## config.mk

```make
export PLATFORM = sky130hd
export DESIGN_NAME = predictor_scheduler
export DESIGN_NICKNAME = d
export VERILOG_FILES = /design/src/rtl/predictor_scheduler.sv
export SDC_FILE = /design/constraint.sdc
export NUM_CORES = 1
export LEC_CHECK = 0
export ABC_AREA = 1
export CORE_MARGIN = 5
export CORE_UTILIZATION = 25
export DETAILED_ROUTE_END_ITERATION = 7
export DONT_BUFFER_PORTS = 1
export GPL_TIMING_DRIVEN = 0
export PLACE_DENSITY_LB_ADDON = 0.05
export SETUP_SLACK_MARGIN = 0.2
export SLEW_MARGIN = 10
export SYNTH_ARGS = -nofsm -noshare
export SYNTH_HDL_FRONTEND = slang
export SYNTH_SLANG_ARGS = --single-unit
```

## constraint.sdc

```tcl
create_clock -name clk -period 3.6 [get_ports clk]
set_clock_uncertainty 0.2 [all_clocks]
set_input_delay 0.18 -clock clk [delete_from_list [all_inputs] [get_ports clk]]
set_output_delay 0.18 -clock clk [all_outputs]
set_load 0.005 [all_outputs]
```

## src/rtl/predictor_scheduler.sv

```systemverilog
// rtl/predictor_scheduler.sv - 2-bit branch predictor table with lookup/update access scheduling
//
// Purpose: owns 2^IDX_W saturating 2-bit counters. It initialises every
// entry to INIT_VAL after reset, then grants the table's single access slot
// each cycle to one of: the resolve/update port, or one of two fetch lookup
// ports. Lookup responses are registered and tagged with the requester id.
//
// Ports:
//   clk, rst            clock, asynchronous active-high reset
//   lk0_valid/index     fetch port 0 lookup request; lk0_ready = accepted
//   lk1_valid/index     fetch port 1 lookup request; lk1_ready = accepted
//   upd_valid/index     resolved-branch update with outcome upd_taken;
//   upd_taken           upd_ready = accepted
//   resp_valid/id/      prediction (counter MSB) one cycle after a lookup
//   resp_prediction     grant, tagged with the winning port id
//   init_done           high once the table has been initialised
//
// Optional feature (macro PRED_SCHED_STATS_EN): adds saturating counters
//   stat_lookups (16b), stat_updates (16b) and stat_forced (8b).
module predictor_scheduler #(
  parameter int         IDX_W      = 4,
  parameter int         STARVE_MAX = 4,
  parameter logic [1:0] INIT_VAL   = 2'b01
) (
  input  logic             clk,
  input  logic             rst,
  input  logic             lk0_valid,
  input  logic [IDX_W-1:0] lk0_index,
  output logic             lk0_ready,
  input  logic             lk1_valid,
  input  logic [IDX_W-1:0] lk1_index,
  output logic             lk1_ready,
  input  logic             upd_valid,
  input  logic [IDX_W-1:0] upd_index,
  input  logic             upd_taken,
  output logic             upd_ready,
  output logic             resp_valid,
  output logic             resp_id,
  output logic             resp_prediction,
  output logic             init_done
`ifdef PRED_SCHED_STATS_EN
  ,
  output logic [15:0]      stat_lookups,
  output logic [15:0]      stat_updates,
  output logic [7:0]       stat_forced
`endif
);

  localparam int DEPTH = 1 << IDX_W;
  localparam int SW    = $clog2(STARVE_MAX + 1);
  localparam logic [SW-1:0]    SMAX = SW'(STARVE_MAX);
  localparam logic [IDX_W-1:0] LAST = {IDX_W{1'b1}};

  typedef enum logic {S_INIT, S_RUN} state_t;

  state_t           state, state_nxt;
  logic [IDX_W-1:0] init_ptr;
  logic             rr_ptr;
  logic [SW-1:0]    starve;
  logic [1:0]       tbl [DEPTH];

  logic             lk_pend;
  logic             forced;
  logic             upd_gnt;
  logic             lk_gnt;
  logic             lk_sel;
  logic [IDX_W-1:0] lk_idx;
  logic [1:0]       upd_cur;
  logic [1:0]       upd_nxt;

  // Arbitration and next state
  always_comb begin
    state_nxt = state;
    upd_gnt   = 1'b0;
    lk_gnt    = 1'b0;
    forced    = 1'b0;
    lk_pend   = lk0_valid | lk1_valid;
    // A lone requester wins regardless of the round-robin pointer.
    if (lk0_valid && lk1_valid) begin
      lk_sel = rr_ptr;
    end else begin
      lk_sel = ~lk0_valid;
    end
    case (state)
      S_INIT: begin
        if (init_ptr == LAST) begin
          state_nxt = S_RUN;
        end
      end
      S_RUN: begin
        // A starved lookup pre-empts the normally higher-priority update.
        forced  = lk_pend && (starve == SMAX);
        upd_gnt = upd_valid && !forced;
        lk_gnt  = lk_pend && !upd_gnt;
      end
      default: state_nxt = S_INIT;
    endcase
  end

  assign lk0_ready = lk_gnt && !lk_sel;
  assign lk1_ready = lk_gnt && lk_sel;
  assign upd_ready = upd_gnt;
  assign lk_idx    = lk_sel ? lk1_index : lk0_index;

  // Saturating counter arithmetic for the update port
  always_comb begin
    upd_cur = tbl[upd_index];
    upd_nxt = upd_cur;
    if (upd_taken) begin
      if (upd_cur != 2'b11) upd_nxt = upd_cur + 2'b01;
    end else begin
      if (upd_cur != 2'b00) upd_nxt = upd_cur - 2'b01;
    end
  end

  always_ff @(posedge clk or posedge rst) begin
    if (rst) begin
      state           <= S_INIT;
      init_ptr        <= '0;
      rr_ptr          <= 1'b0;
      starve          <= '0;
      resp_valid      <= 1'b0;
      resp_id         <= 1'b0;
      resp_prediction <= 1'b0;
      init_done       <= 1'b0;
    end else begin
      state <= state_nxt;
      if (state == S_INIT) begin
        init_ptr <= init_ptr + IDX_W'(1);
        if (state_nxt == S_RUN) init_done <= 1'b1;
      end
      if (lk_gnt) begin
        rr_ptr <= ~lk_sel;
        starve <= '0;
      end else if (upd_gnt && lk_pend && (starve != SMAX)) begin
        starve <= starve + SW'(1);
      end
      resp_valid <= lk_gnt;
      if (lk_gnt) begin
        resp_id         <= lk_sel;
        resp_prediction <= tbl[lk_idx][1];
      end
    end
  end

  // Table storage: no reset, contents are rebuilt by the INIT sweep.
  // Lookups read before the edge, so an update is seen the cycle after.
  always_ff @(posedge clk) begin
    if (!rst) begin
      if (state == S_INIT) begin
        tbl[init_ptr] <= INIT_VAL;
      end else if (upd_gnt) begin
        tbl[upd_index] <= upd_nxt;
      end
    end
  end

`ifdef PRED_SCHED_STATS_EN
  always_ff @(posedge clk or posedge rst) begin
    if (rst) begin
      stat_lookups <= '0;
      stat_updates <= '0;
      stat_forced  <= '0;
    end else begin
      if (lk_gnt && (stat_lookups != 16'hffff)) stat_lookups <= stat_lookups + 16'd1;
      if (upd_gnt && (stat_updates != 16'hffff)) stat_updates <= stat_updates + 16'd1;
      // Forced only when an update was actually held off by the lookup.
      if (lk_gnt && forced && upd_valid && (stat_forced != 8'hff)) stat_forced <= stat_forced + 8'd1;
    end
  end
`endif

endmodule

```

== Word level (Yosys, flattened, before mapping) ==
Memories as Yosys holds them, arrays and structs flattened. A register that Yosys moved wholly into a read port is not among the register bits.
Cells that the tools add are included.

* Bits in read-only memories: 0
* Bits in latches: 0
* Input port bits: 18
* Memories kept: 1
* Register bits after elaboration: 12
* Logic and storage cells: 56
* Output and inout port bits: 7
* Bits in writable memories: 32

{| class="wikitable"
|+ Memories
! name !! words !! bits a word !! read ports !! clocked after Yosys merged registers in !! wr ports !! line !! source
|-
| tbl || 16 || 2 || 2 || 1 || 1 || 60 || <nowiki>logic [1:0] tbl [DEPTH];</nowiki>
|}

* Div/mod/pow operators: 0
* Order comparisons: 0
* Multiply operators: 0
* Shift-type cells: 0
* Equality and inequality tests: 4
* Mux-type cells: 21
* $add $sub $neg: 4
* Bitwise operators: 4
* Reductions and logical operators: 15

{| class="wikitable"
|+ Operators by type and width
! operator !! count
|-
| $mux 1 || 13
|-
| $logic_and 1x1->1 || 8
|-
| $mux 2 || 4
|-
| $mux 4 || 2
|-
| $mux 3 || 2
|-
| $add 4x1->4 const B || 1
|-
| $eq 4x4->1 const B || 1
|-
| $reduce_bool 2->1 || 2
|-
| $add 3x1->3 const B || 1
|-
| $eq 3x3->1 const B || 1
|-
| $logic_not 1->1 || 3
|-
| $ne 3x3->1 const B || 1
|-
| $not 1->1 || 3
|-
| $add 2x1->2 const B || 1
|-
| $ne 2x2->1 const B || 1
|-
| $reduce_and 2->1 || 1
|-
| $reduce_or 2->1 || 1
|-
| $sub 2x1->2 const B || 1
|-
| $or 1x1->1 || 1
|}

== Logic depth before layout (Yosys ltp) ==
Gate-level depths: netlist of run 1.

* Word-level depth: 11
* Mapped depth: 11
* Mapped depth without buffers: 11

== Worst setup path after synthesis of run 1 ==
No wires, ideal clock.

* Kind: register -> register
* Start: register starve[0]
* End: memory tbl[13][0] (enable)
* Stages on the path, launching flop included: 11
* Path slack: 1.604 ns
* Period minus slack after synthesis: 1.996 ns
* Library setup time: 0.309 ns
* Required time: 3.091 ns
* Arrival time: 1.487 ns
* Cell sequence: dfrtp_1 -> inv_1 -> ha_1 -> a31oi_4 -> nand3_2 -> buf_6 -> nand2_1 -> o21ai_1 -> inv_1 -> nand2_1 -> nor2_1

* Word-level cells in the longest chain between the ends: 11
* Elaborated cells on any way between the ends: 12
* Classes of those cells: eq/ne (1); mux (7); reduce/logical (4)

{| class="wikitable"
|+ Ends and longest elaborated chain
! item !! line !! source
|-
| start, declared || 59 || <nowiki>logic [SW-1:0] starve;</nowiki>
|-
| start signal, assigned || 136 || <nowiki>starve <= starve + SW'(1);</nowiki>
|-
| $eq 3x3->1 (*) || 92 || <nowiki>forced = lk_pend && (starve == SMAX);</nowiki>
|-
| $logic_and 1x1->1 (*) || 92 ||
|-
| $logic_not 1->1 (*) || 93 || <nowiki>upd_gnt = upd_valid && !forced;</nowiki>
|-
| $logic_and 1x1->1 (*) || 93 ||
|-
| $mux 1 (*) || 84 || <nowiki>case (state)</nowiki>
|-
| $mux 1 (*) || 152 || <nowiki>end else if (upd_gnt) begin</nowiki>
|-
| $mux 1 (*) || 150 || <nowiki>if (state == S_INIT) begin</nowiki>
|-
| $mux 1 (*) || 149 || <nowiki>if (!rst) begin</nowiki>
|-
| $mux 1 (implied by the code) (*) || 153 || <nowiki>tbl[upd_index] <= upd_nxt;</nowiki>
|-
| $reduce_or 2->1 (no source line) || -- ||
|-
| $mux 4 (no source line) or $mux 1 (tied branches) || -- ||
|-
| end, declared || 60 ||
|}

Mark *: on every way between the ends. The rest lies on a longest branch, timed or not.

== Final worst setup path of run 1 ==
* Start: input port rst
* End: memory tbl[5][0] (enable)

* Word-level cells in the longest chain between the ends: 4
* Elaborated cells on any way between the ends: 7
* Classes of those cells: mux (6); reduce/logical (1)

{| class="wikitable"
|+ Ends and longest elaborated chain
! item !! line !! source
|-
| start, declared || 26 || <nowiki>input logic rst,</nowiki>
|-
| $mux 1 || 149 ||
|-
| $mux 1 (implied by the code) || 153 ||
|-
| $reduce_or 2->1 (no source line) || -- ||
|-
| $mux 4 (no source line) or $mux 1 (tied branches) || -- ||
|}

Parallel ways exist; a longest one is shown, timed or not.

==> results.md, run 1 <==
- The flow ran to the end, and the final reports show no timing, DRC or antenna violations.
- The number of max-cap violations is 0.
- For the pin with the worst max-slew slack, the measured transition is 733.5 ps.
- The post-route clock period utilization is 0.6821.
- Across all layers, the routed design uses 1,791 vias.
- The HPWL after detailed placement is 4.645 mm.
- The first routing iteration left 98 violations.
- Once placement completed, the tool counted placed cells totaling 378.
- The number of global-route vias before repair is 1,750.
- The arrival time of data at the critical path endpoint is 2240 ps.
- Summing all flip-flop and latch instances after layout gives 1286 sq um.
- In the final layout, the share of cells above drive strength 1 is 0.06452.
- At the end of the flow, the number of nets in the layout was 299.
- The mapped netlist covers ~2300 sq um.
- The floorplan step defined a die boundary enclosing 11,410 sq um.
- On the critical path, the stage with the largest delay is an instance of dlygate4sd3_1.
- The number of antenna violations at the first check in global routing is 0.
- The setup violation total in the final timing report is 0.
- Yosys printed 0 warnings.
- TritonCTS built the clock tree.
- The root buffer cell chosen for the clock tree is clkbuf_8.
- The congestion estimate from routability-driven global placement came to ~0.77.
- The total clock buffers created by CTS is 5.
- The hold violation total from the final report was 0.
- The highest net fanout along the worst path is 15.
- The worst pin sits at a relative slew slack of 0.5105.
- The post-synthesis cell count is 267.
- 0 antenna diodes ended up in the layout.
- From synthesis to final layout, the design area changed by 11.75%.
- The minimum clock period is 2456 ps.
- After filler insertion, the fill cell instance count of the layout stands at 985.
- The global-route usage over all layers is 0.1118.
- The count of final max-slew check failures is 0.
- The synthesized net count is 288.
- The count of H-tree levels built during CTS is 2.
- The total area inside the core boundary comes to 9196 sq um.
- The via-per-instance ratio is 4.592.
- The delay contributed by the slowest stage of the critical path is 540 ps.
- Counting every sink on the clock net gives 45.
- The final layout contains routed wiring with a total length of 6.186 mm.
- The proportion of synthesized chip area in sequential cells is 0.5491.
- Clock-pin slew was measured on the worst setup and hold paths at about 90 ps.
- The summed negative setup slack over all endpoints is 0 ps.
- The die boundary width is 106.8 microns.
- The first detailed-routing pass took 4 iterations.
- The area of combinational cells with multiple inputs is ~910 sq um.
- 25 I/O pins were placed.
- The type of element launching the critical path is an input port.
- With fillers left out, the area of the finished cells amounts to 2618 sq um.
- The fraction of the core area covered by cells at the end of the flow is 0.2846.
- The critical path is of the input port to flip-flop type.
- The clock latency on the worst-skew pair is 310 ps.
- The maximum buffer depth of the clock tree is 2.
- The aggregate global routing overflow is 0.
- The mean cell area of the mapped netlist is between 8 and 9 sq um.
- Post-CTS repair changed the size of 0 cells.
- Setup repair after global routing left no endpoint under its margin.
- The row count is 35.
- The critical path goes through dlygate4sd3_1, inv_1, nand3_2, buf_6, nand2_1, o21ai_1, inv_1, nand2_1, nor2_1.
- The required time of the worst setup path is 3380 ps.
- The count of different cell masters after synthesis is 26.
- The standard cell area after detailed placement is 2481 sq um.
- Derived from the worst setup path, the maximum achievable clock frequency is 407.2 MHz.
- The classification of the worst-slack hold path is input port to flip-flop.
- The power density over cell area is roughly 400 nW/um^2.
- The first-pass GRT wire length is 9.825 mm.
- Entering global routing, the biggest net connects 17 pins.
- The overall die height is around 110 microns.
- The effective utilization at floorplan is 0.2547.
- The number of antenna-violating nets in the routed design is 0.
- The final cell count without fillers is a little under 400.
- The leakage dissipation is 1.084 nW.
- In the final routed layout, each cell accounts on average for roughly 16 microns.
- The post-synthesis register bit count is 45.
- VDD sags by at most around 0.17 mV.
- STA classifies the critical path endpoint as a flip-flop.
- In this run the tool buffered the top-level ports with 0 buffer cells.
- After detailed routing, the number of remaining DRC violations is 0.
## registers in the layout (all words and copies together) (netlist names)
register,cells
init_done,1
resp_id,1
init_ptr,4
resp_valid,1
rr_ptr,1
tbl,32
state,1
resp_prediction,1
starve,3
## report_power, final
part           switching, mW  internal (mW)  leakage [nW]
registers             0.0107          0.571         0.449
clock network          0.199          0.142        0.0452
logic                 0.0923         0.0446         0.589
## metal layers
layer	vias up	wire length (microns)	track usage
met5	-	0	0
met4	0	50	0.02466
met3	6	293	0.02589
met2	46	2811	0.1763
met1	821	3031	0.1564
li1	918	-	-
## through the flow
step | hold slack, ps | power, mW | setup WS, ps
2_1_floorplan | -118.7 | 0.6924 | 1604
3_3_place_gp | -21.82 | 0.7311 | 654.2
3_5_place_dp | -23.28 | 0.7292 | 685.4
4_1_cts | 58.18 | 1.075 | 862.5
5_1_grt | 69.03 | 1.110 | 967.8
6_report | 52.24 | 1.060 | 1144
## cells by family (layout without fill, tap and decap cells)
group,after synthesis,in the layout,synth area share
AO/OA/AOI/OAI,40,40,0.09883
flip-flops,45,45,0.5491
XOR/XNOR,4,4,0.01496
buffers and inverters,37,49,0.06464
AND/OR/NAND/NOR,138,138,0.2564
adder cells (fa/ha/maj),3,3,0.01603
## worst max-delay path: cells and delay by family
family	cells	cell delay (ps)
and+or+nand+nor	4	700
AOI/OAI and AO/OA	1	90
buffers and inverters	4	1270
## synthesized netlist by cell type, drive strengths merged
master | count | area [sq um]
nand2 | 48 | 190.2
nor2 | 44 | 167.7
nand3 | 43 | 220.2
edfxtp | 32 | 960.9
inv | 32 | 120.1
o21ai | 27 | 135.1
dfrtp | 13 | 325.3
a21oi | 6 | 30.03
o211ai | 5 | 37.54
clkbuf | 3 | 12.51
ha | 3 | 37.54
xnor2 | 3 | 26.28
buf | 2 | 18.77
a31oi | 1 | 21.27
nand3b | 1 | 7.510
nand4 | 1 | 6.260
o21bai | 1 | 7.510
or2 | 1 | 8.760
xor2 | 1 | 8.760
## placed cells by master, fill, tap and decap left out
cell           instances
buf_6                  1
o21bai_1               1
o211ai_1               5
nand3_1               42
clkbuf_8               5
xnor2_1                3
clkbuf_1               2
edfxtp_1              32
nand2_1               46
inv_1                 32
o21ai_1                5
xor2_1                 1
clkinvlp_4             1
a21oi_1                6
ha_1                   3
a31oi_4                1
buf_4                  1
clkbuf_2               1
dfrtp_1               13
nand3_2                1
inv_6                  2
nor2_2                 2
or2_4                  1
dlygate4sd3_1          4
nand3b_1               1
nand2_4                1
nor2_1                42
o21ai_0               22
nand4_1                1
nand2_2                1
## final timing paths
path	startpoint	endpoint	slack, ps	depth (start not counted)
worst max-delay path	rst	tbl[5][0]	1140	9
worst min-delay path	lk0_index[3]	resp_prediction	50	5
worst max register to register	starve[0]	tbl[5][0]	1210	10
worst min register to register	rr_ptr	rr_ptr	310	2
max in group asynchronous	rst	rr_ptr	2610	2
min in group asynchronous	rst	init_ptr[1]	190	2
## timing repair
item	in CTS	in global routing
buffers inserted	0	0
hold buffers	4	0
hold endpoints to repair	15	0
## cell type report
type | count | share of cell area
buffer | 5 | 0.01195
multi-input combinational | 185 | 0.3466
tap | 111 | 0.05306
clock inverter | 3 | 0.009560
timing repair buffer | 4 | 0.01530
sequential | 45 | 0.4914
clock buffer | 5 | 0.02629
inverter | 32 | 0.04589
(Power assumes the default switching activity.)
==> run 2: changes to the inputs <==
==> constraint.sdc (replaced) <==
create_clock -name clk -period 2.1 [get_ports clk]
set_clock_uncertainty 0.2 [all_clocks]
set_input_delay 0.105 -clock clk [delete_from_list [all_inputs] [get_ports clk]]
set_output_delay 0.105 -clock clk [all_outputs]
set_load 0.005 [all_outputs]
==> results.md, run 2 (synthesized netlist as in run 1, its figures left out) <==
- The count of H-tree levels built during CTS is 2 (unchanged).
- The detail-routed net length per standard cell is 16.33 microns (+2.9%).
- The transition at the pin with the smallest max-transition slack is 659.9 ps (-73.53 ps).
- The routing usage on met1 is 0.1605 (+0.004075).
- STA classifies the critical path endpoint as a flip-flop.
- The routing layer with the top usage in global route is met2.
- The arrival time of data at the critical path endpoint came to 1940 ps (-300 ps).
- The iteration-0 DRC count of the detailed router is 96 (-2.0%).
- The via-per-instance ratio was 4.642 (+1.1%).
- Setup repair after global routing could not meet its margin everywhere.
- The classification of the worst-slack hold path is input port to flip-flop.
- In the layout the commonest cells are 37 x nand2_1, 35 x nand3_1, 32 x edfxtp_1.
- The cell-internal power came to 1.333 mW (+76%).
- The power share of the sequential group is 0.525 (-0.024).
- The area of combinational cells with multiple inputs came to 1255 sq um (+38%).
- The clock sink count came to 45 (unchanged).
- The routing usage on met2 is 0.1951 (+0.01888).
- The overall die height came to 106.8 microns (unchanged).
- The number of antenna-violating nets in the routed design is 0 (unchanged).
- The power consumption came to 1.896 mW (+79%).
- The global placement routability congestion came to 0.7016 (-8.3%).
- Counting I/O delays and the setup requirement, the final critical path takes approximately 2100 ps.
- The critical path class is flip-flop to flip-flop.
- The final antenna diode count is 0 (unchanged).
- The global-route usage over all layers is 0.1211 (+0.009284).
- The share of cells above drive strength 1 is 0.2585 (+0.1940).
- The post-route clock period utilization is 1.011.
- The required time of the worst setup path is 1920 ps (-1460 ps).
- The clock latency on the worst-skew pair is 300 ps (about the same).
- The launching point of the worst reg2reg path is starve[0].
- The met3 demand-to-capacity share in global routing is 0.03191 (+0.006020).
- The total clock buffers created by CTS is 5 (unchanged).
- The area of all placed cells without fillers was 3095 sq um (+18%).
- The count of final max-slew check failures is 0 (unchanged).
- The register-to-register setup slack was -20 ps (-1230 ps).
- The register with the most flip-flops is tbl.
- The setup violation total in the final timing report came to 12 (+12).
- The highest net fanout along the worst path was 4 (-11).
- The maximum clock frequency is around 470 MHz.
- The number of top-level pins is 25 (unchanged).
- The switching share of power is 0.2968 (+0.01163).
- The flip-flop and latch area is 1286 sq um (unchanged).
- The die boundary width is 106.8 microns (unchanged).
- The effective utilization at floorplan is 0.2547 (unchanged).
- The number of nets in the finished design came to 314 (+5.0%).
- The first-pass GRT wire length is 10.49 mm (+6.7%).
- The CTS tree is built.
- The number of flip-flops in the largest register came to 32 (unchanged).
- The terminus of the critical flop-to-flop path is tbl[0][1].
- The power density over cell area is 612.5 nW/um^2 (+51%).
- The root buffer selected by CTS is clkbuf_8.
- The maximum buffer depth of the clock tree is 2 (unchanged).
- The number of global-route vias before repair is 1,895 (+8.3%).
- The standard cell area after detailed placement is 2560 sq um (+3.2%).
- The relative contribution of the clock network to total power is 0.296 (-0.026).
- The flow ran to the end, but the final reports show violations.
- The leakage dissipation is 1.192 nW (+10%).
- The total of buffers placed on input and output ports was 0 (unchanged).
- The library cell used most frequently in the layout, excluding fill and tap cells, is nand2_1.
- The power spent charging and discharging nets is 0.5627 mW (+86%).
- The total vias in the final route came to 1,880 (+5.0%).
- The row count came to 35 (unchanged).
- The checks that failed: negative setup slack.
- The logic depth of the worst register-to-register path is 8 (-2).
- The aggregate global routing overflow is 0 (unchanged).
- The hold violation total from the final report is 0 (unchanged).
- The type of element launching the critical path is a flip-flop.
- The area enclosed by the die boundary is 11,410 sq um (unchanged).
- The peak ir drop on the vdd network is 0.2787 mV (+66%).
- The worst slew margin relative to its limit came to 0.5586 (+0.04810).
- The number of search-and-repair iterations in the first detailed-routing pass is 4 (unchanged).
- The number of max-cap violations is 0 (unchanged).
- The total of fill cells in the finished design is 974 (-1.1%).
- The wire length after detailed routing is 6.612 mm (+6.9%).
- The launch point of the critical path is starve[0].
- The worst path setup slack after routing is -22.99 ps (-1167 ps).
- The core area is 9196 sq um (unchanged).
- The largest net degree at the start of global routing is 17 (unchanged).
- The largest registers in the layout are tbl (32), init_ptr (4), starve (3).
- The DRC violation count after routing was 0 (unchanged).
- The register clock-pin slew on the reported worst setup and hold paths is 90 ps (about the same).
- The number of antenna violations at the first check in global routing is 0 (unchanged).
- The combinational group share of total power is 0.179 (+0.050).
- The critical path endpoint is tbl[0][1].
- The HPWL after detailed placement is 4.761 mm (+2.5%).
- Relative to the synthesized area, the layout overhead comes to 32.16%.
-- run 2: changes by cell type in the layout (fill, tap and decap cells not counted), sizes merged --
cell | previous run | this run
buf | 2 | 14
dlygate4sd3 | 4 | 7
inv | 34 | 32
clkinvlp | 1 | 3
-- run 2: how the worst min path moves through the flow --
| stage | startpoint | end | cells past startpoint |
|---|---|---|---|
| after floorplan | rst | init_done | 1 |
| after global placement | rst | state | 1 |
| after detailed placement | rst | state | 1 |
| after CTS | rst | tbl[0][1] | 3 |
| after global routing | rst | tbl[0][1] | 3 |
| final | rst | tbl[0][1] | 3 |
-- run 2: layer usage --
layer / part of all wire / up-vias
met5: 0 / -
met4: 0.0086 / 0
met3: 0.047 / 4
met2: 0.48 / 34
met1: 0.46 / 890
li1: - / 952
-- run 2: per-stage QoR --
stage | hold WS [ps] | setup slack [ps] | TNS (ps) | util | instances
global placement | -102.7 | -730.6 | -18660 | 0.2784 | 378
detailed placement | -102.0 | -677.5 | -17220 | 0.2784 | 378
finish | 31.36 | -22.99 | -125.7 | 0.3366 | 405
floorplan | -193.7 | 134.8 | 0 | - | 267
CTS | 19.47 | -33.98 | -413.0 | 0.3188 | 398
global route | 27.29 | -120.8 | -3017 | 0.3366 | 405
-- run 2: timing repair --
item                       CTS  global route
setup endpoints to repair   67            67
buffers inserted             4             7
gates cloned                 1             0
resized for setup           36            27
pin swaps                   11            12
hold buffers                 7             0
hold endpoints to repair    43             0
-- run 2: layout make-up --
class / instances / area share
sequential: 45 / 0.4155
clock buffer: 5 / 0.02223
clock inverter: 3 / 0.007276
inverter: 32 / 0.03961
timing repair buffer: 19 / 0.05497
multi-input combinational: 185 / 0.4054
buffer: 5 / 0.01011
tap: 111 / 0.04487
-- run 2: critical path, cell delays in order, from the launching register on --
cell and delay, ps:
dfrtp_1 370, inv_1 50, ha_2 180, a31oi_4 180, nand3_4 120, buf_4 160
o21ai_4 250, nand2_4 170, nor2_4 160
-- run 2: power by group through the flow --
stage / combinational [mW] / sequential (mW) / clock (mW)
2_1_floorplan: 0.187 / 1.01 / 0
3_3_place_gp: 0.248 / 1.02 / 0
3_5_place_dp: 0.248 / 1.02 / 0
4_1_cts: 0.315 / 0.996 / 0.587
5_1_grt: 0.377 / 0.998 / 0.624
6_report: 0.340 / 0.995 / 0.561
